[config.mk]
export PLATFORM = sky130hd
export DESIGN_NAME = cnn_window_sequencer_flat
export DESIGN_NICKNAME = d
export VERILOG_FILES = /design/src/rtl/cnn_window_sequencer_if.sv /design/src/rtl/cnn_window_sequencer.sv /design/src/flat_wrapper.sv
export SDC_FILE = /design/constraint.sdc
export NUM_CORES = 1
export LEC_CHECK = 0
export CAP_MARGIN = 20
export CORE_UTILIZATION = 51
export DETAILED_ROUTE_END_ITERATION = 16
export PLACE_DENSITY = 0.8
export SYNTH_ARGS = -nofsm -noshare
export SYNTH_HDL_FRONTEND = slang
export SYNTH_SLANG_ARGS = --single-unit
[constraint.sdc]
create_clock -name CNNSeq_CLOCK_50 -period 4.3 [get_ports CNNSeq_CLOCK_50]
set_clock_uncertainty 0.05 [all_clocks]
set_input_delay 0.86 -clock CNNSeq_CLOCK_50 [delete_from_list [all_inputs] [get_ports CNNSeq_CLOCK_50]]
set_output_delay 0.86 -clock CNNSeq_CLOCK_50 [all_outputs]
set_load 0.01 [all_outputs]
[src/rtl/cnn_window_sequencer_if.sv]
// Handshake and data bundle between the row-register bank, the window sequencer and the CNN core.
// The image and window buses travel together with the valid/ready pair that qualifies them.
interface cnn_window_sequencer_if #(
  parameter int DATAWIDTH_BUS = 8
);
  localparam int NPOS = DATAWIDTH_BUS - 2;
  localparam int CW   = $clog2(NPOS);

  logic                                   CNNSeq_Start_In;
  logic [DATAWIDTH_BUS*DATAWIDTH_BUS-1:0] CNNSeq_Image_InBUS;
  logic                                   CNNSeq_Ready_In;
  logic [8:0]                             CNNSeq_Window_OutBUS;
  logic [CW-1:0]                          CNNSeq_Row_OutBUS;
  logic [CW-1:0]                          CNNSeq_Col_OutBUS;
  logic                                   CNNSeq_Valid_Out;
  logic                                   CNNSeq_Last_Out;
  logic                                   CNNSeq_Busy_Out;
  logic                                   CNNSeq_Done_Out;

  modport slave (
    input  CNNSeq_Start_In, CNNSeq_Image_InBUS, CNNSeq_Ready_In,
    output CNNSeq_Window_OutBUS, CNNSeq_Row_OutBUS, CNNSeq_Col_OutBUS,
           CNNSeq_Valid_Out, CNNSeq_Last_Out, CNNSeq_Busy_Out, CNNSeq_Done_Out
  );

  modport master (
    output CNNSeq_Start_In, CNNSeq_Image_InBUS, CNNSeq_Ready_In,
    input  CNNSeq_Window_OutBUS, CNNSeq_Row_OutBUS, CNNSeq_Col_OutBUS,
           CNNSeq_Valid_Out, CNNSeq_Last_Out, CNNSeq_Busy_Out, CNNSeq_Done_Out
  );
endinterface

[src/rtl/cnn_window_sequencer.sv]
// Snapshots an 8x8 binary image on start and streams every 3x3 window in raster order,
// then pulses done once the final window has been accepted.
module cnn_window_sequencer #(
  parameter int DATAWIDTH_BUS = 8
) (
  input  logic                         CNNSeq_CLOCK_50,
  input  logic                         CNNSeq_Reset_InHigh,
  cnn_window_sequencer_if.slave        seq_if,
  output logic [1:0]                   state_dbg
);
  localparam int W    = DATAWIDTH_BUS;
  localparam int NPOS = W - 2;
  localparam int CW   = $clog2(NPOS);
  localparam int IW   = $clog2(W * W);
  localparam logic [CW-1:0] LAST_POS = CW'(NPOS - 1);

  typedef enum logic [1:0] {
    S_IDLE = 2'd0,
    S_SCAN = 2'd1,
    S_DONE = 2'd2
  } state_t;

  state_t          state_q, state_d;
  logic [W*W-1:0]  snap_q, snap_d;
  logic [CW-1:0]   row_q, row_d;
  logic [CW-1:0]   col_q, col_d;
  logic [8:0]      window_q, window_d;
  logic            valid_q, valid_d;
  logic            last_q, last_d;
  logic            busy_q, busy_d;
  logic            done_q, done_d;
  logic            xfer;

  // Window bit 3*i+j is pixel(r+i, c+j); column 0 is the MSB of each row slice.
  function automatic logic [8:0] window_at(input logic [W*W-1:0] img,
                                           input logic [CW-1:0]  r,
                                           input logic [CW-1:0]  c);
    logic [8:0]    w;
    logic [IW-1:0] idx;
    int            rr;
    int            cc;
    w = '0;
    for (int i = 0; i < 3; i++) begin
      for (int j = 0; j < 3; j++) begin
        rr = int'(r) + i;
        cc = int'(c) + j;
        idx = IW'(rr * W + (W - 1 - cc));
        w[3*i+j] = img[idx];
      end
    end
    return w;
  endfunction

  // Valid/ready: a window transfers on any edge where valid and ready are both high;
  // valid is a flop so it never depends on ready within a cycle, and the window,
  // row and column hold steady until the transfer happens.
  assign xfer = valid_q && seq_if.CNNSeq_Ready_In;

  always_comb begin
    state_d = state_q;
    snap_d  = snap_q;
    row_d   = row_q;
    col_d   = col_q;
    done_d  = 1'b0;
    case (state_q)
      S_IDLE: begin
        if (seq_if.CNNSeq_Start_In) begin
          snap_d  = seq_if.CNNSeq_Image_InBUS;
          row_d   = '0;
          col_d   = '0;
          state_d = S_SCAN;
        end
      end
      S_SCAN: begin
        if (xfer) begin
          if ((row_q == LAST_POS) && (col_q == LAST_POS)) begin
            row_d   = '0;
            col_d   = '0;
            done_d  = 1'b1;
            state_d = S_DONE;
          end else if (col_q == LAST_POS) begin
            col_d = '0;
            row_d = row_q + CW'(1);
          end else begin
            col_d = col_q + CW'(1);
          end
        end
      end
      S_DONE:  state_d = S_IDLE;
      default: state_d = S_IDLE;
    endcase
    // Outputs are precomputed from next-state values so they line up with the counters.
    valid_d  = (state_d == S_SCAN);
    busy_d   = valid_d;
    last_d   = valid_d && (row_d == LAST_POS) && (col_d == LAST_POS);
    window_d = valid_d ? window_at(snap_d, row_d, col_d) : 9'd0;
  end

  always_ff @(posedge CNNSeq_CLOCK_50) begin
    if (CNNSeq_Reset_InHigh) begin
      state_q  <= S_IDLE;
      snap_q   <= '0;
      row_q    <= '0;
      col_q    <= '0;
      window_q <= '0;
      valid_q  <= 1'b0;
      last_q   <= 1'b0;
      busy_q   <= 1'b0;
      done_q   <= 1'b0;
    end else begin
      state_q  <= state_d;
      snap_q   <= snap_d;
      row_q    <= row_d;
      col_q    <= col_d;
      window_q <= window_d;
      valid_q  <= valid_d;
      last_q   <= last_d;
      busy_q   <= busy_d;
      done_q   <= done_d;
    end
  end

  assign seq_if.CNNSeq_Window_OutBUS = window_q;
  assign seq_if.CNNSeq_Row_OutBUS    = row_q;
  assign seq_if.CNNSeq_Col_OutBUS    = col_q;
  assign seq_if.CNNSeq_Valid_Out     = valid_q;
  assign seq_if.CNNSeq_Last_Out      = last_q;
  assign seq_if.CNNSeq_Busy_Out      = busy_q;
  assign seq_if.CNNSeq_Done_Out      = done_q;
  assign state_dbg                   = state_q;
endmodule

[src/flat_wrapper.sv]
// flat-port wrapper written by rule: the top's interface ports become plain ports
module cnn_window_sequencer_flat 
#(
  parameter int DATAWIDTH_BUS = 8
)
  (CNNSeq_CLOCK_50, CNNSeq_Reset_InHigh, state_dbg, seq_if_CNNSeq_Start_In, seq_if_CNNSeq_Image_InBUS, seq_if_CNNSeq_Ready_In, seq_if_CNNSeq_Window_OutBUS, seq_if_CNNSeq_Row_OutBUS, seq_if_CNNSeq_Col_OutBUS, seq_if_CNNSeq_Valid_Out, seq_if_CNNSeq_Last_Out, seq_if_CNNSeq_Busy_Out, seq_if_CNNSeq_Done_Out);
  cnn_window_sequencer_if #(.DATAWIDTH_BUS(DATAWIDTH_BUS)) seq_if_i ();
  input  logic CNNSeq_CLOCK_50;
  input  logic CNNSeq_Reset_InHigh;
  output logic [1:0] state_dbg;
  input wire logic [$bits(seq_if_i.CNNSeq_Start_In)-1:0] seq_if_CNNSeq_Start_In;
  input wire logic [$bits(seq_if_i.CNNSeq_Image_InBUS)-1:0] seq_if_CNNSeq_Image_InBUS;
  input wire logic [$bits(seq_if_i.CNNSeq_Ready_In)-1:0] seq_if_CNNSeq_Ready_In;
  output wire logic [$bits(seq_if_i.CNNSeq_Window_OutBUS)-1:0] seq_if_CNNSeq_Window_OutBUS;
  output wire logic [$bits(seq_if_i.CNNSeq_Row_OutBUS)-1:0] seq_if_CNNSeq_Row_OutBUS;
  output wire logic [$bits(seq_if_i.CNNSeq_Col_OutBUS)-1:0] seq_if_CNNSeq_Col_OutBUS;
  output wire logic [$bits(seq_if_i.CNNSeq_Valid_Out)-1:0] seq_if_CNNSeq_Valid_Out;
  output wire logic [$bits(seq_if_i.CNNSeq_Last_Out)-1:0] seq_if_CNNSeq_Last_Out;
  output wire logic [$bits(seq_if_i.CNNSeq_Busy_Out)-1:0] seq_if_CNNSeq_Busy_Out;
  output wire logic [$bits(seq_if_i.CNNSeq_Done_Out)-1:0] seq_if_CNNSeq_Done_Out;
  assign seq_if_i.CNNSeq_Start_In = seq_if_CNNSeq_Start_In;
  assign seq_if_i.CNNSeq_Image_InBUS = seq_if_CNNSeq_Image_InBUS;
  assign seq_if_i.CNNSeq_Ready_In = seq_if_CNNSeq_Ready_In;
  assign seq_if_CNNSeq_Window_OutBUS = seq_if_i.CNNSeq_Window_OutBUS;
  assign seq_if_CNNSeq_Row_OutBUS = seq_if_i.CNNSeq_Row_OutBUS;
  assign seq_if_CNNSeq_Col_OutBUS = seq_if_i.CNNSeq_Col_OutBUS;
  assign seq_if_CNNSeq_Valid_Out = seq_if_i.CNNSeq_Valid_Out;
  assign seq_if_CNNSeq_Last_Out = seq_if_i.CNNSeq_Last_Out;
  assign seq_if_CNNSeq_Busy_Out = seq_if_i.CNNSeq_Busy_Out;
  assign seq_if_CNNSeq_Done_Out = seq_if_i.CNNSeq_Done_Out;
  cnn_window_sequencer #(.DATAWIDTH_BUS(DATAWIDTH_BUS)) u_core (.CNNSeq_CLOCK_50(CNNSeq_CLOCK_50), .CNNSeq_Reset_InHigh(CNNSeq_Reset_InHigh), .seq_if(seq_if_i), .state_dbg(state_dbg));
endmodule
* Word-level counts from Yosys, hierarchy flattened
Index checks and enable logic that the tools add are counted.
** Storage, ports and cells
- Register bits :: 84
- Bits in latches :: 0
- RAM bits :: 0
- Bits in read-only memories :: 0
- Bits of input ports :: 68
- Output and inout port bits :: 21
- Word-level logic and storage cells :: 86
- Memories :: 0
** Operators by class
- Add/subtract/negate cells :: 18
- Multiply operators :: 0
- Div/mod/pow operators :: 0
- Magnitude comparators :: 9
- Equality and inequality tests :: 6
- Shifts and indexed selects :: 0
- Mux-type cells :: 35
- Bitwise operators :: 3
- Reductions and logical operators :: 7
** Operators by type and width (count)
- 64-bit two-way mux :: 2
- 6-bit by 7-bit < comparator with 1-bit output (second input constant) :: 9
- 6-bit adder :: 9
- 1-bit binary-select mux with 6-bit select :: 9
- 3-bit two-way mux :: 8
- 3-bit equality test (second input constant) :: 4
- 3-bit case mux with 2 select lines :: 2
- 1-bit two-way mux :: 10
- 3-bit by 4-bit subtractor with 5-bit output (first input constant) :: 2
- 3-bit by 1-bit adder with 3-bit output (second input constant) :: 3
- 2-bit two-way mux :: 3
- 3-bit by 1-bit adder with 4-bit output (second input constant) :: 1
- 3-bit by 2-bit adder with 4-bit output (second input constant) :: 1
- 2-bit by 1-bit equality test with 1-bit output (second input constant) :: 2
- 1-bit logical AND :: 4
- 2-bit case mux with 2 select lines :: 1
- 3-bit by 3-bit subtractor with 4-bit output (first input constant) :: 1
- 3-bit by 2-bit adder with 3-bit output (second input constant) :: 1
- 1-bit NOT :: 3
- 3-bit OR reduction :: 1
- 2-bit zero test :: 1
- 2-bit OR reduction :: 1

* Logic depth before layout (Yosys ltp)
Gate-level depths: netlist of run 1.
- Depth after elaboration :: 10
- Gate-level depth with buffers :: 18
- Depth with buffers taken out :: 16

* Worst setup path after synthesis of run 1
No wires, ideal clock.
- Path kind :: input port to flip-flop
- Start :: input seq_if_CNNSeq_Ready_In
- End :: register u_core.window_q[4], in the netlist u_core.seq_if.CNNSeq_Window_OutBUS[4]
- Setup time :: 0.120 ns
- Arrival :: 4.478 ns
- Required time :: 4.130 ns
- Slack :: -0.348 ns
- Stages :: 17
- Path buffers :: 2
- Cell sequence :: and3_1 -> nand4b_1 -> a21o_1 -> inv_2 -> clkbuf_1 -> ha_1 -> inv_1 -> nor2_1 -> ha_1 -> inv_1 -> fa_1 -> clkbuf_1 -> a311o_1 -> o21ai_0 -> mux4_2 -> a211o_1 -> o31a_1
** Between the ends
- Longest elaborated chain between the ends :: 8
- Elaborated cells between the ends (all ways) :: 16
- Classes of those cells :: add/sub: 4; eq/ne: 1; mux: 8; bitwise: 1; reduce/logical: 2
** RTL lines
- from (decl) :: RTL line flat_wrapper.sv:13 : input wire logic [$bits(seq_if_i.CNNSeq_Ready_In)-1:0] seq_if_CNNSeq_Ready_In;
- 1-bit logical AND :: RTL line cnn_window_sequencer.sv:57 : assign xfer = valid_q && seq_if.CNNSeq_Ready_In;
- 3-bit two-way mux :: RTL line cnn_window_sequencer.sv:75 : if (xfer) begin
- 3-bit case mux with 2 select lines :: RTL line cnn_window_sequencer.sv:65 : case (state_q)
- via u_core.col_d[2] :: RTL line cnn_window_sequencer.sv:26 : logic [CW-1:0] col_q, col_d;
- 3-bit by 1-bit adder with 4-bit output :: RTL line cnn_window_sequencer.sv:46 : cc = int'(c) + j;
- 3-bit by 4-bit subtractor with 5-bit output :: RTL line cnn_window_sequencer.sv:47 : idx = IW'(rr * W + (W - 1 - cc));
- 6-bit adder :: RTL line cnn_window_sequencer.sv:47
- 1-bit binary-select mux with 6-bit select :: RTL line cnn_window_sequencer.sv:48 : w[3*i+j] = img[idx];
- 1-bit two-way mux (not written as such) :: RTL line cnn_window_sequencer.sv:48
- to (signal assigned) :: RTL line cnn_window_sequencer.sv:115 : window_q <= window_d;
- to (decl) :: RTL line cnn_window_sequencer.sv:27 : logic [8:0] window_q, window_d;
The timed path passes the listed nets, and every way through them passes these cells. The select of a mux whose other input is x is not followed.
A chain may end at the register's enable or synchronous reset.

* Worst setup path in the final report of run 1
- Start :: input seq_if_CNNSeq_Start_In
- End :: register u_core.window_q[4], in the netlist u_core.seq_if.CNNSeq_Window_OutBUS[4]
** Between the ends
- Longest elaborated chain between the ends :: 7
- Elaborated cells between the ends (all ways) :: 17
- Classes of those cells :: add/sub: 4; eq/ne: 1; mux: 10; bitwise: 1; reduce/logical: 1
** RTL lines
- from (decl) :: RTL line flat_wrapper.sv:11 : input wire logic [$bits(seq_if_i.CNNSeq_Start_In)-1:0] seq_if_CNNSeq_Start_In;
- 3-bit two-way mux :: RTL line cnn_window_sequencer.sv:67 : if (seq_if.CNNSeq_Start_In) begin
- 3-bit case mux with 2 select lines :: RTL line cnn_window_sequencer.sv:65
- 3-bit by 1-bit adder with 4-bit output :: RTL line cnn_window_sequencer.sv:46
- 3-bit by 4-bit subtractor with 5-bit output :: RTL line cnn_window_sequencer.sv:47
- 6-bit adder :: RTL line cnn_window_sequencer.sv:47
- 1-bit binary-select mux with 6-bit select :: RTL line cnn_window_sequencer.sv:48
- 1-bit two-way mux (not written as such) :: RTL line cnn_window_sequencer.sv:48
Parallel ways exist; a longest one is shown, timed or not. The select of a mux whose other input is x is not followed.

==> results.json, run 1 <==
{
  "grtUsageTotal": 0.352,
  "cp_max_fo": 6,
  "finalHoldViolCount": 0,
  "crit_required_ps": 4500,
  "area_growth_pct": 25.0,
  "antenna_found_initial": 0,
  "fp.dieH_um": 117,
  "htreeDepth": 3,
  "synth_nets": 984,
  "cp-start-kind": "primary input",
  "first_iter_violations": 1203,
  "hp-class": "register to register",
  "layout-drive-gt1-share": 0.150,
  "cellPowerDensity_nw_per_um2": 248,
  "synth_seq_area_share": 0.250,
  "use_met1": 0.435,
  "hold_buffers": 0,
  "clockRootBuffer": "clkbuf_16",
  "clk_pin_slew_ps": 60,
  "place_congestion": 1.04,
  "gr-usage-met3": 0.0989,
  "dpl.hpwl_mm": 16.7,
  "cts_tree": "done",
  "wl_per_cell_um": 20.0,
  "drv_cap": 0,
  "multi_input_area_um2": 4640,
  "seq_area_um2": 1680,
  "vias": 7745,
  "power_mw": 2.09,
  "rsz0062_at_grt": "false",
  "io_buffers": 88,
  "grt.met2_usage": 0.557,
  "status": "finished, final reports clean",
  "yosys_warnings": 0,
  "synthesis.area_um2": 6740,
  "final_cells": 1178,
  "start_util": 0.528,
  "clockBufferDepth": 2,
  "path_class": "primary input to register",
  "ios": 89,
  "setup_tns_ps": 0,
  "finalInstanceArea_um2": 8420,
  "whs_ps": 409,
  "final.period_utilization": 0.948,
  "avgSynthCellArea_um2": 7.52,
  "finalSetupViolations": 0,
  "synthCells": 896,
  "nets": 1090,
  "critPathCaptureType": "register",
  "dp.cells": 1159,
  "vias_per_cell": 6.57,
  "irDropWorstVdd_mv": 0.261,
  "ys_seq_elements": 84,
  "core_area_um2": 12800,
  "synthDistinctLibCells": 81,
  "fillers": 1140,
  "grt_pass1_vias": 6932,
  "cp.arrival_ps": 4280,
  "die_x_um": 117,
  "placed_area_um2": 8090,
  "routed_wl_mm": 23.6,
  "clock.fmax_mhz": 245,
  "synth_edf_count": 0,
  "ant_nets": 0,
  "diodes": 0,
  "route.detailed.drc": 0,
  "slew_violations": 0,
  "clk-insertion-delay-late_ps": 360,
  "dieArea_um2": 13700,
  "core.rowCount": 41,
  "cts_buffers": 9,
  "grt_pass1_wl_mm": 36.4,
  "clock-sinks": 84,
  "drt_pass1_iterations": 8,
  "grt-busiest-layer": "met2",
  "grt_max_degree": 79,
  "synthFlopType": "dfxtp_1",
  "min_period_ps": 4080,
  "worst_pin_slew_ps": 823,
  "p_leak_nw": 3.13,
  "async_flop_share": 0,
  "gr-total-overflow": 0,
  "slew_headroom": 0.451
}
## placed cells by master, fill, tap and decap left out, types with 16 or more instances in the layout
master / synthesis / routed
a211oi_1: 20 / 20
buf_4: 9 / 81
and3_1: 17 / 16
nand2_1: 165 / 165
nor2_1: 55 / 52
clkdlybuf4s50_1: 0 / 86
o211ai_1: 39 / 39
dfxtp_1: 84 / 84
inv_1: 18 / 17
o21ai_0: 42 / 42
a21oi_1: 104 / 104
nor3_1: 19 / 18
nand3_1: 26 / 26
mux2i_1: 18 / 18
## layer usage
metal | vias to the layer above | share of wire
met5 | - | 0
met4 | 0 | 0.047
met3 | 109 | 0.12
met2 | 585 | 0.45
met1 | 3533 | 0.38
li1 | 3518 | -
## kinds of logic (layout without fill, tap and decap cells)
kind of cell	after synthesis	after routing	synth area share
and+or+nand+nor	319	319	0.211
buffers and inverters	102	212	0.0707
xor gates and xnor gates	13	13	0.0208
muxes	35	35	0.0769
DFF	84	84	0.250
AOI/OAI and AO/OA	323	323	0.327
adders and majority gates	20	20	0.0438
## worst max-delay path, cell delays in order
cell and delay [ps]:
clkdlybuf4s50_1 480, or3b_4 400, o211ai_2 110, nand2_2 130, ha_1 220, ha_1 460, mux2_2 380, a21oi_1 150
o311ai_0 150, o22ai_1 270, a2bb2o_1 320, a211o_1 230, o31a_1 100
## synth_stat cells (5+ instances only)
| cell type | count | area share |
|---|---|---|
| mux4_2 | 13 | 0.043 |
| nor2_1 | 55 | 0.031 |
| o22ai_1 | 7 | 0.0065 |
| nor4_1 | 8 | 0.0074 |
| a211oi_1 | 20 | 0.022 |
| mux2i_1 | 18 | 0.027 |
| o211ai_1 | 39 | 0.043 |
| inv_2 | 5 | 0.0028 |
| nand3_1 | 26 | 0.019 |
| fa_1 | 6 | 0.018 |
| buf_4 | 9 | 0.010 |
| dfxtp_1 | 84 | 0.25 |
| buf_2 | 30 | 0.022 |
| buf_1 | 10 | 0.0056 |
| inv_1 | 18 | 0.010 |
| a21oi_1 | 104 | 0.077 |
| nor3_1 | 19 | 0.014 |
| and3_1 | 17 | 0.016 |
| o221ai_1 | 6 | 0.0078 |
| a21boi_0 | 9 | 0.010 |
| nand2_1 | 165 | 0.092 |
| o31a_1 | 10 | 0.013 |
| o21a_1 | 13 | 0.014 |
| xnor2_1 | 9 | 0.012 |
| nand4_1 | 6 | 0.0056 |
| o31ai_1 | 5 | 0.0056 |
| o21ai_0 | 42 | 0.031 |
| clkbuf_1 | 24 | 0.013 |
| o311ai_0 | 5 | 0.0065 |
| ha_1 | 14 | 0.026 |
## path summary, 6_finish.rpt
path	end	cells past startpoint	start	slack (ps)
worst min-delay path	u_core.snap_q[7]	2	u_core.snap_q[7]	410
worst max-delay path	u_core.seq_if.CNNSeq_Window_OutBUS[4]	13	seq_if_CNNSeq_Start_In	220
worst min register to register	u_core.snap_q[7]	2	u_core.snap_q[7]	410
worst max register to register	u_core.seq_if.CNNSeq_Window_OutBUS[4]	14	u_core.state_dbg[0]	410
## flip-flops by register name (all words and copies together), names as in the netlist
signal and cells:
u_core.seq_if.CNNSeq_Col_OutBUS 3, u_core.seq_if.CNNSeq_Done_Out 1, u_core.state_dbg 2, u_core.seq_if.CNNSeq_Valid_Out 1, u_core.seq_if.CNNSeq_Window_OutBUS 9, u_core.snap_q 64
u_core.seq_if.CNNSeq_Row_OutBUS 3, u_core.seq_if.CNNSeq_Last_Out 1
## repair_timing
action | CTS | global route
gates resized for setup | 0 | 9
buffers inserted | 0 | 4
setup endpoints to repair | 0 | 1
## final cells by class
| cell class | instances | share of cell area |
|---|---|---|
| clock buffers | 14 | 0.0313 |
| clock inverters | 1 | 0.000891 |
| inverters | 26 | 0.0116 |
| multi-input cells | 710 | 0.551 |
| flip-flops and latches | 84 | 0.200 |
| well taps | 172 | 0.0255 |
| repair buffers | 171 | 0.180 |
## power breakdown
part,internal (mW),switching [mW],leakage (nW)
Sequential,0.820,0.0339,0.688
Clock,0.420,0.319,0.129
Combinational,0.217,0.278,2.31
## per-stage QoR
stage,setup slack [ps],utilization
final,223,0.660
after detailed placement,-278,0.634
after global routing,87.9,0.660
after floorplan,83.5,-
after global placement,-211,0.634
after CTS,89.1,0.655
(Power assumes the default switching activity.)
==> run 2, diff against run 1 <==
--- a/config.mk
+++ b/config.mk
@@ -7,4 +7,5 @@
 export LEC_CHECK = 0
 export CAP_MARGIN = 20
+export CORE_MARGIN = 2
 export CORE_UTILIZATION = 51
 export DETAILED_ROUTE_END_ITERATION = 16
--- a/constraint.sdc
+++ b/constraint.sdc
@@ -3,3 +3,3 @@
 set_input_delay 0.86 -clock CNNSeq_CLOCK_50 [delete_from_list [all_inputs] [get_ports CNNSeq_CLOCK_50]]
 set_output_delay 0.86 -clock CNNSeq_CLOCK_50 [all_outputs]
-set_load 0.01 [all_outputs]
+set_load 0.1 [all_outputs]
==> run 2 against run 1 <==
Effect of this change: via count decreased by 0.79%; critical path depth increased by 3; highest routed layer unchanged; sequential share of layout area up 0.15 points; routed wire length is 0.33% lower; count of clock-buffer cells in the layout down 4; utilization barely moved; hold slack got worse by 0.72 ps.
==> results.json, run 2 (synthesis gave the netlist of run 1 again) <==
{
  "status": "finished, final reports clean",
  "grtUsageTotal": 0.332,
  "grt_pass1_wl_mm": 37.3,
  "post-route-util": 0.660,
  "clockBufferDepth": 2,
  "p_leak_nw": 3.14,
  "worst_pin_slew_ps": 967,
  "grt_max_degree": 79,
  "cp.arrival_ps": 4280,
  "grt_pass1_vias": 7101,
  "die_x_um": 119,
  "drv_cap": 0,
  "crit_required_ps": 4500,
  "ios": 89,
  "route.detailed.drc": 0,
  "setup_tns_ps": 0,
  "vias_per_cell": 6.55,
  "final_common_cell": "nand2_1",
  "clk-insertion-delay-late_ps": 370,
  "cp-start-kind": "primary input",
  "hold_buffers": 0,
  "dp_slack_ps": -291,
  "finalHoldViolCount": 0,
  "final.period_utilization": 0.949,
  "fp.dieH_um": 119,
  "critPathCaptureType": "register",
  "slew_headroom": 0.353,
  "dieArea_um2": 14100,
  "core_area_um2": 12800,
  "final_cell_mix": "nand2_1 (165), a21oi_1 (104), clkdlybuf4s50_1 (86), dfxtp_1 (78), buf_4 (76)",
  "largest_register_ff_count": 64,
  "diodes": 0,
  "layout-drive-gt1-share": 0.149,
  "clock.fmax_mhz": 245,
  "cts_tree": "done",
  "routed_wl_mm": 23.5,
  "slew_violations": 0,
  "cp_max_fo": 4,
  "clock-sinks": 84,
  "gr-total-overflow": 0,
  "clockRootBuffer": "clkbuf_16",
  "cts_buffers": 9,
  "irDropWorstVdd_mv": 0.163,
  "path_class": "primary input to register",
  "vias": 7684,
  "htreeDepth": 3,
  "hp-class": "register to register",
  "ant_nets": 0,
  "area_growth_pct": 25.0,
  "cellPowerDensity_nw_per_um2": 272,
  "io_buffers": 88,
  "nets": 1084,
  "wl_per_cell_um": 20.0,
  "rsz0062_at_grt": "false",
  "fillers": 1109,
  "dp.cells": 1157,
  "final_cells": 1173,
  "setup_ws_ps": 217,
  "cts_setup_buffers": 0,
  "antenna_found_initial": 0,
  "top_register": "u_core.snap_q",
  "clk_pin_slew_ps": 60,
  "drt_pass1_iterations": 6,
  "start_util": 0.528,
  "place_congestion": 0.959,
  "first_iter_violations": 943,
  "core.rowCount": 41,
  "min_period_ps": 4080,
  "finalSetupViolations": 0,
  "dpl.hpwl_mm": 16.7
}
[run 2: changes by cell type in the layout (fill, tap and decap cells not counted), moves of 3 or more]
cell	previous run	this run
dfxtp_2	0	4
bufinv_16	0	3
buf_4	81	76
dfxtp_1	84	78
[run 2: final timing paths]
path,start,slack [ps],depth (start not counted),endpoint
max,seq_if_CNNSeq_Start_In,220,16,u_core.seq_if.CNNSeq_Window_OutBUS[4]
min,u_core.snap_q[7],410,2,u_core.snap_q[7]
max reg2reg,u_core.seq_if.CNNSeq_Col_OutBUS[0],350,15,u_core.seq_if.CNNSeq_Window_OutBUS[4]
min reg2reg,u_core.snap_q[7],410,2,u_core.snap_q[7]
[run 2: critical path, stage by stage]
cell             delay, ps
clkdlybuf4s50_1        430
buf_4                  160
o21ba_2                240
nor2_2                 100
nor2_1                  90
buf_4                  170
nor2_2                 140
ha_2                   190
inv_1                   50
fa_1                   570
inv_1                   90
nor3_2                 180
o21ba_2                180
mux4_2                 460
a211o_1                290
o31a_1                 100
[run 2: power breakdown]
group | internal [mW] | switching (mW) | total [mW]
Clock | 0.563 | 0.341 | 0.904
Combinational | 0.216 | 0.324 | 0.539
Sequential | 0.819 | 0.0336 | 0.852
[run 2: through the flow]
step | hold slack [ps] | cell area, um^2 | total power, mW
after CTS | 408 | 8410 | 2.27
final | 408 | 8430 | 2.30
after global routing | 428 | 8430 | 2.36
after global placement | 393 | 8080 | 1.38
after floorplan | 386 | 6780 | 1.19
after detailed placement | 399 | 8080 | 1.39
[run 2: timing repair]
| item | 4_1_cts | 5_1_grt |
|---|---|---|
| endpoints found under the setup margin | 1 | 3 |
| pin swaps | 0 | 4 |
| resized for setup | 1 | 4 |
| gates cloned | 0 | 0 |
[run 2: per-layer routing]
layer / share of wire / wire length (um) / up-vias / global-route usage
met1: 0.40 / 9370 / 3564 / 0.428
met3: 0.11 / 2530 / 97 / 0.0809
li1: - / - / 3500 / -
met2: 0.44 / 10400 / 523 / 0.512
met4: 0.050 / 1170 / 0 / 0.174
met5: 0 / 0 / - / 0
[run 2: cell type report]
| cell class | instances | area [um^2] | share of cell area |
|---|---|---|---|
| Sequential cell | 84 | 1690 | 0.201 |
| Multi-Input combinational cell | 710 | 4630 | 0.549 |
| Clock inverter | 6 | 103 | 0.0122 |
| Inverter | 26 | 97.6 | 0.0116 |
| Clock buffer | 10 | 229 | 0.0272 |
| Tap cell | 172 | 215 | 0.0255 |
| Timing Repair Buffer | 165 | 1460 | 0.173 |
==> run 3, diff against run 2 <==
- CORE_UTILIZATION: 51 -> 52
- CTS_BUF_LIST: default -> sky130_fd_sc_hd__clkbuf_8
- PLACE_DENSITY: 0.8 -> 0.81
==> run 3 against run 2 <==
Effect of this change: global-route usage grew 0.38 points; register-to-register slack gained 120 ps; non-clock buffer count grew 1; routed wire length grew 1.1%; sequential share of layout area grew 0.17 points; sequential power is essentially flat; critical path depth shrank 1; clock power shrank 33%; largest cell class unchanged.
==> results.json, run 3 (synthesis gave the netlist of run 1 again) <==
{
  "start_util": 0.534,
  "antenna_found_initial": 0,
  "wl_per_cell_um": 20.2,
  "nets": 1085,
  "post-route-util": 0.662,
  "cts_buffers": 9,
  "clockRootBuffer": "clkbuf_8",
  "status": "finished, final reports clean",
  "slew_headroom": 0.336,
  "hold_buffers": 0,
  "io_buffers": 88,
  "p_leak_nw": 3.10,
  "final.period_utilization": 0.939,
  "layout-drive-gt1-share": 0.154,
  "core.rowCount": 41,
  "diodes": 0,
  "grtUsageTotal": 0.336,
  "slew_violations": 0,
  "irDropWorstVdd_mv": 0.178,
  "final_common_cell": "nand2_1",
  "crit_slowest_cell": "clkdlybuf4s50_1",
  "path_class": "primary input to register",
  "place_congestion": 1.04,
  "final_cells": 1174,
  "finalSetupViolations": 0,
  "htreeDepth": 3,
  "critPathTopFamily": "simple AND/OR/NAND/NOR gates",
  "area_growth_pct": 24.0,
  "clk-insertion-delay-late_ps": 400,
  "grt_max_degree": 79,
  "cp.arrival_ps": 4300,
  "cp_max_fo": 6,
  "largest_register_ff_count": 64,
  "critPathCaptureType": "register",
  "setup_tns_ps": 0,
  "dp.cells": 1157,
  "grt_pass1_wl_mm": 37.1,
  "cellPowerDensity_nw_per_um2": 239,
  "route.detailed.drc": 0,
  "worst_pin_slew_ps": 993,
  "grt_pass1_vias": 7129,
  "min_period_ps": 4040,
  "finalHoldViolCount": 0,
  "vias_per_cell": 6.64,
  "core_area_um2": 12600,
  "drt_pass1_iterations": 7,
  "vias": 7794,
  "gr-total-overflow": 0,
  "clock-sinks": 84,
  "dpl.hpwl_mm": 16.8,
  "crit_path_cell_trace": "clkdlybuf4s50_1 > or3b_4 > o211ai_2 > nand2_2 > ha_1 > ha_1 > inv_2 > nor2_1 > buf_4 > nand2_1 > o21ai_0 > nor3_1 > mux4_2 > mux2i_1 > o2bb2ai_1",
  "drv_cap": 0,
  "cts_tree": "done",
  "clk_pin_slew_ps": 80,
  "final_cell_mix": "nand2_1 (165), a21oi_1 (104), clkdlybuf4s50_1 (86), dfxtp_1 (78), buf_4 (73)",
  "clockBufferDepth": 2,
  "routed_wl_mm": 23.7,
  "first_iter_violations": 855,
  "critPathMostFrequentCell": "ha_1",
  "cp-start-kind": "primary input",
  "ios": 89,
  "crit_required_ps": 4570,
  "die_x_um": 118,
  "hp-class": "register to register",
  "ant_nets": 0,
  "top_register": "u_core.snap_q",
  "cpPeakStageDelay_ps": 480,
  "dieArea_um2": 13900,
  "rsz0062_at_grt": "false",
  "critPathBufInv": 3,
  "clock.fmax_mhz": 248,
  "fp.dieH_um": 118
}
run 3: area by class of cell:
type                       count  area [um^2]
multi-input combinational    710         4640
fill                        1113         4260
sequential                    84         1690
timing repair buffer         166         1510
tap                          172          215
clock buffer                  11          151
inverter                      26         97.6
clock inverter                 5         51.3
run 3: worst min-delay path: stages (launching register included):
cell and delay [ps]:
dfxtp_1 320, nand2_1 50, a21oi_1 50
run 3: routing by layer:
| layer | GRT usage | vias to the layer above | wire [um] |
|---|---|---|---|
| met4 | 0.203 | 0 | 1530 |
| met1 | 0.422 | 3587 | 9060 |
| met2 | 0.516 | 566 | 10400 |
| li1 | - | 3497 | - |
| met3 | 0.0862 | 144 | 2730 |
| met5 | 0 | - | 0 |
run 3: power breakdown:
| part | switching (mW) | total [mW] | internal [mW] | leakage (nW) |
|---|---|---|---|---|
| Clock | 0.306 | 0.603 | 0.296 | 0.108 |
| Sequential | 0.0325 | 0.850 | 0.818 | 0.691 |
| Combinational | 0.328 | 0.548 | 0.219 | 2.30 |
run 3: through the flow:
step                setup slack (ps)  hold WS [ps]  power [mW]  cell area (um^2)
finish                           261           414        2.00              8360
detailed placement              -306           404        1.40              8120
global route                     160           441        2.07              8360
floorplan                       25.3           386        1.19              6780
CTS                             89.9           416        1.99              8320
global placement                -239           394        1.39              8120
run 3: what timing repair did:
item,CTS,global route
buffers inserted,0,1
endpoints found under the setup margin,0,2
gates resized for setup,0,9
run 3: final timing paths:
check / start / end / slack, ps / cells past startpoint
hold reg to reg: u_core.snap_q[7] / u_core.snap_q[7] / 410 / 2
setup / recovery: seq_if_CNNSeq_Start_In / u_core.seq_if.CNNSeq_Window_OutBUS[7] / 260 / 15
hold / removal: u_core.snap_q[7] / u_core.snap_q[7] / 410 / 2
setup reg to reg: u_core.seq_if.CNNSeq_Col_OutBUS[0] / u_core.seq_if.CNNSeq_Window_OutBUS[4] / 470 / 15
==> variant, RTL diff (config.mk and constraints of run 2) <==
Reset style: asynchronous (`CNNSeq_Reset_InHigh`), changed in one clocked block.
--- a/src/rtl/cnn_window_sequencer.sv
+++ b/src/rtl/cnn_window_sequencer.sv
@@ -98,3 +98,3 @@
 
-  always_ff @(posedge CNNSeq_CLOCK_50) begin
+  always_ff @(posedge CNNSeq_CLOCK_50 or posedge CNNSeq_Reset_InHigh) begin
     if (CNNSeq_Reset_InHigh) begin
Formal check against the unedited RTL: differs if CNNSeq_Reset_InHigh is asserted again (counterexample within 4 cycles, from zero or initial values and one cycle with CNNSeq_Reset_InHigh high); with CNNSeq_Reset_InHigh held inactive, the same outputs for 4 cycles.
==> variant against run 2 <==
Worst setup slack worse by 0.0051 ns; design area is 9.6% lower; register-to-register slack better by 0.33 ns; worst hold slack improved by 0.041 ns; routed wire length shrank 25%; count of clock-buffer cells in the layout shrank 1; core utilization is 1.1 points higher; sequential cell count did not move; area after synthesis decreased by 12%.
Power is left out: the tool's default activity adds up to more than one toggle a clock period on the data nets, which glitch-free logic cannot reach.
==> variant: results (changes against run 2) <==
- Max-Slew Margin vs Limit: 34.8% (-0.51 points)
- Final net count: 824 (-24%)
- Drt first pass iters: 5 (-1)
- GR Layer Usage met2: 46.2% (-5.0 points)
- Bufs w/o clock: 144 (-13%)
- Worst r2r src: u_core.state_dbg[0]
- Dpl cell area: 7250 sq um (-10%)
- Final non-clock buffer share: 17.7% (+0.34 points)
- Mapped Nets: 706 (-28%)
- Met2 Wirelength: 8.39 mm (-19%)
- Inst Count DP: 868 (-25%)
- Multi-input gate area: 3440 sq um (-26%)
- Ys async rst share: 100% (+100 points)
- Slowest-stage cell, CP: clkdlybuf4s50_1
- Clk_lat worst skew: 0.35 ns (-0.02 ns)
- Final Wtd Congestion: 1.00 (+4.7%)
- Cells after synthesis: 619 (-31%)
- Area contributors post-synth: dfrtp_1, mux4_2, mux2i_1, nand2_1, inv_1
- Syn Area/Cell: 9.55 sq um (+27%)
- Outcome: completed
- Layout cells sized above 1: 17.0% (+2.1 points)
- Metal-1 WL: 7.38 mm (-21%)
- Via density: 6.10 (-6.8%)
- DR vias: 5402 (-30%)
- Slowest cell delay on critical path: 0.42 ns (-0.15 ns)
- #MultiIn Comb: 443 (-38%)
- Met1 Track Usage GR: 38.4% (-4.4 points)
- Final HPWL DP: 13.0 mm (-23%)
- Hold slack: 0.449 ns (+0.0413 ns)
- Final clock-cell share: 4.45% (+0.51 points)
- Critical Path Fanout Max: 44 (+40)
- CTS resizes: 0 (-1)
- All-Layer GR Usage: 28.4% (-4.7 points)
- Nonclk inv count: 55 (+110%)
- First-pass GRT wire length: 27.8 mm (-26%)
- Reg2reg setup slack: 0.68 ns (+0.33 ns)
[variant: cell types whose count changed after synthesis, moves of 13 or more]
cell             run 2  this run
mux2i_1             18        58
dfrtp_1              0        84
mux4_2              13        27
o21ai_0             42        11
nor2_1              55        23
inv_1               18        51
a21oi_1            104        19
buf_2               30        12
dfxtp_1             84         0
nand2_1            165       119
o211ai_1            39         6
nor3_1              19         6
nand3_1             26        13
[variant: tightest hold or removal path: cells and delay by family, from the launching register on]
family | cells | cell delay, ns
flip-flops | 1 | 0.34
AND/OR/NAND/NOR | 2 | 0.12
[variant: cell families after synthesis]
| family | after synthesis | synth area share [%] |
|---|---|---|
| adder cells (fa/ha/maj) | 19 | 4.78 |
| XOR/XNOR | 14 | 2.07 |
| multiplexers | 92 | 21.4 |
| flip-flops | 84 | 35.6 |
| buffers and inverters | 92 | 6.52 |
| AND/OR/NAND/NOR | 207 | 15.8 |
| AO/OA/AOI/OAI | 111 | 13.8 |
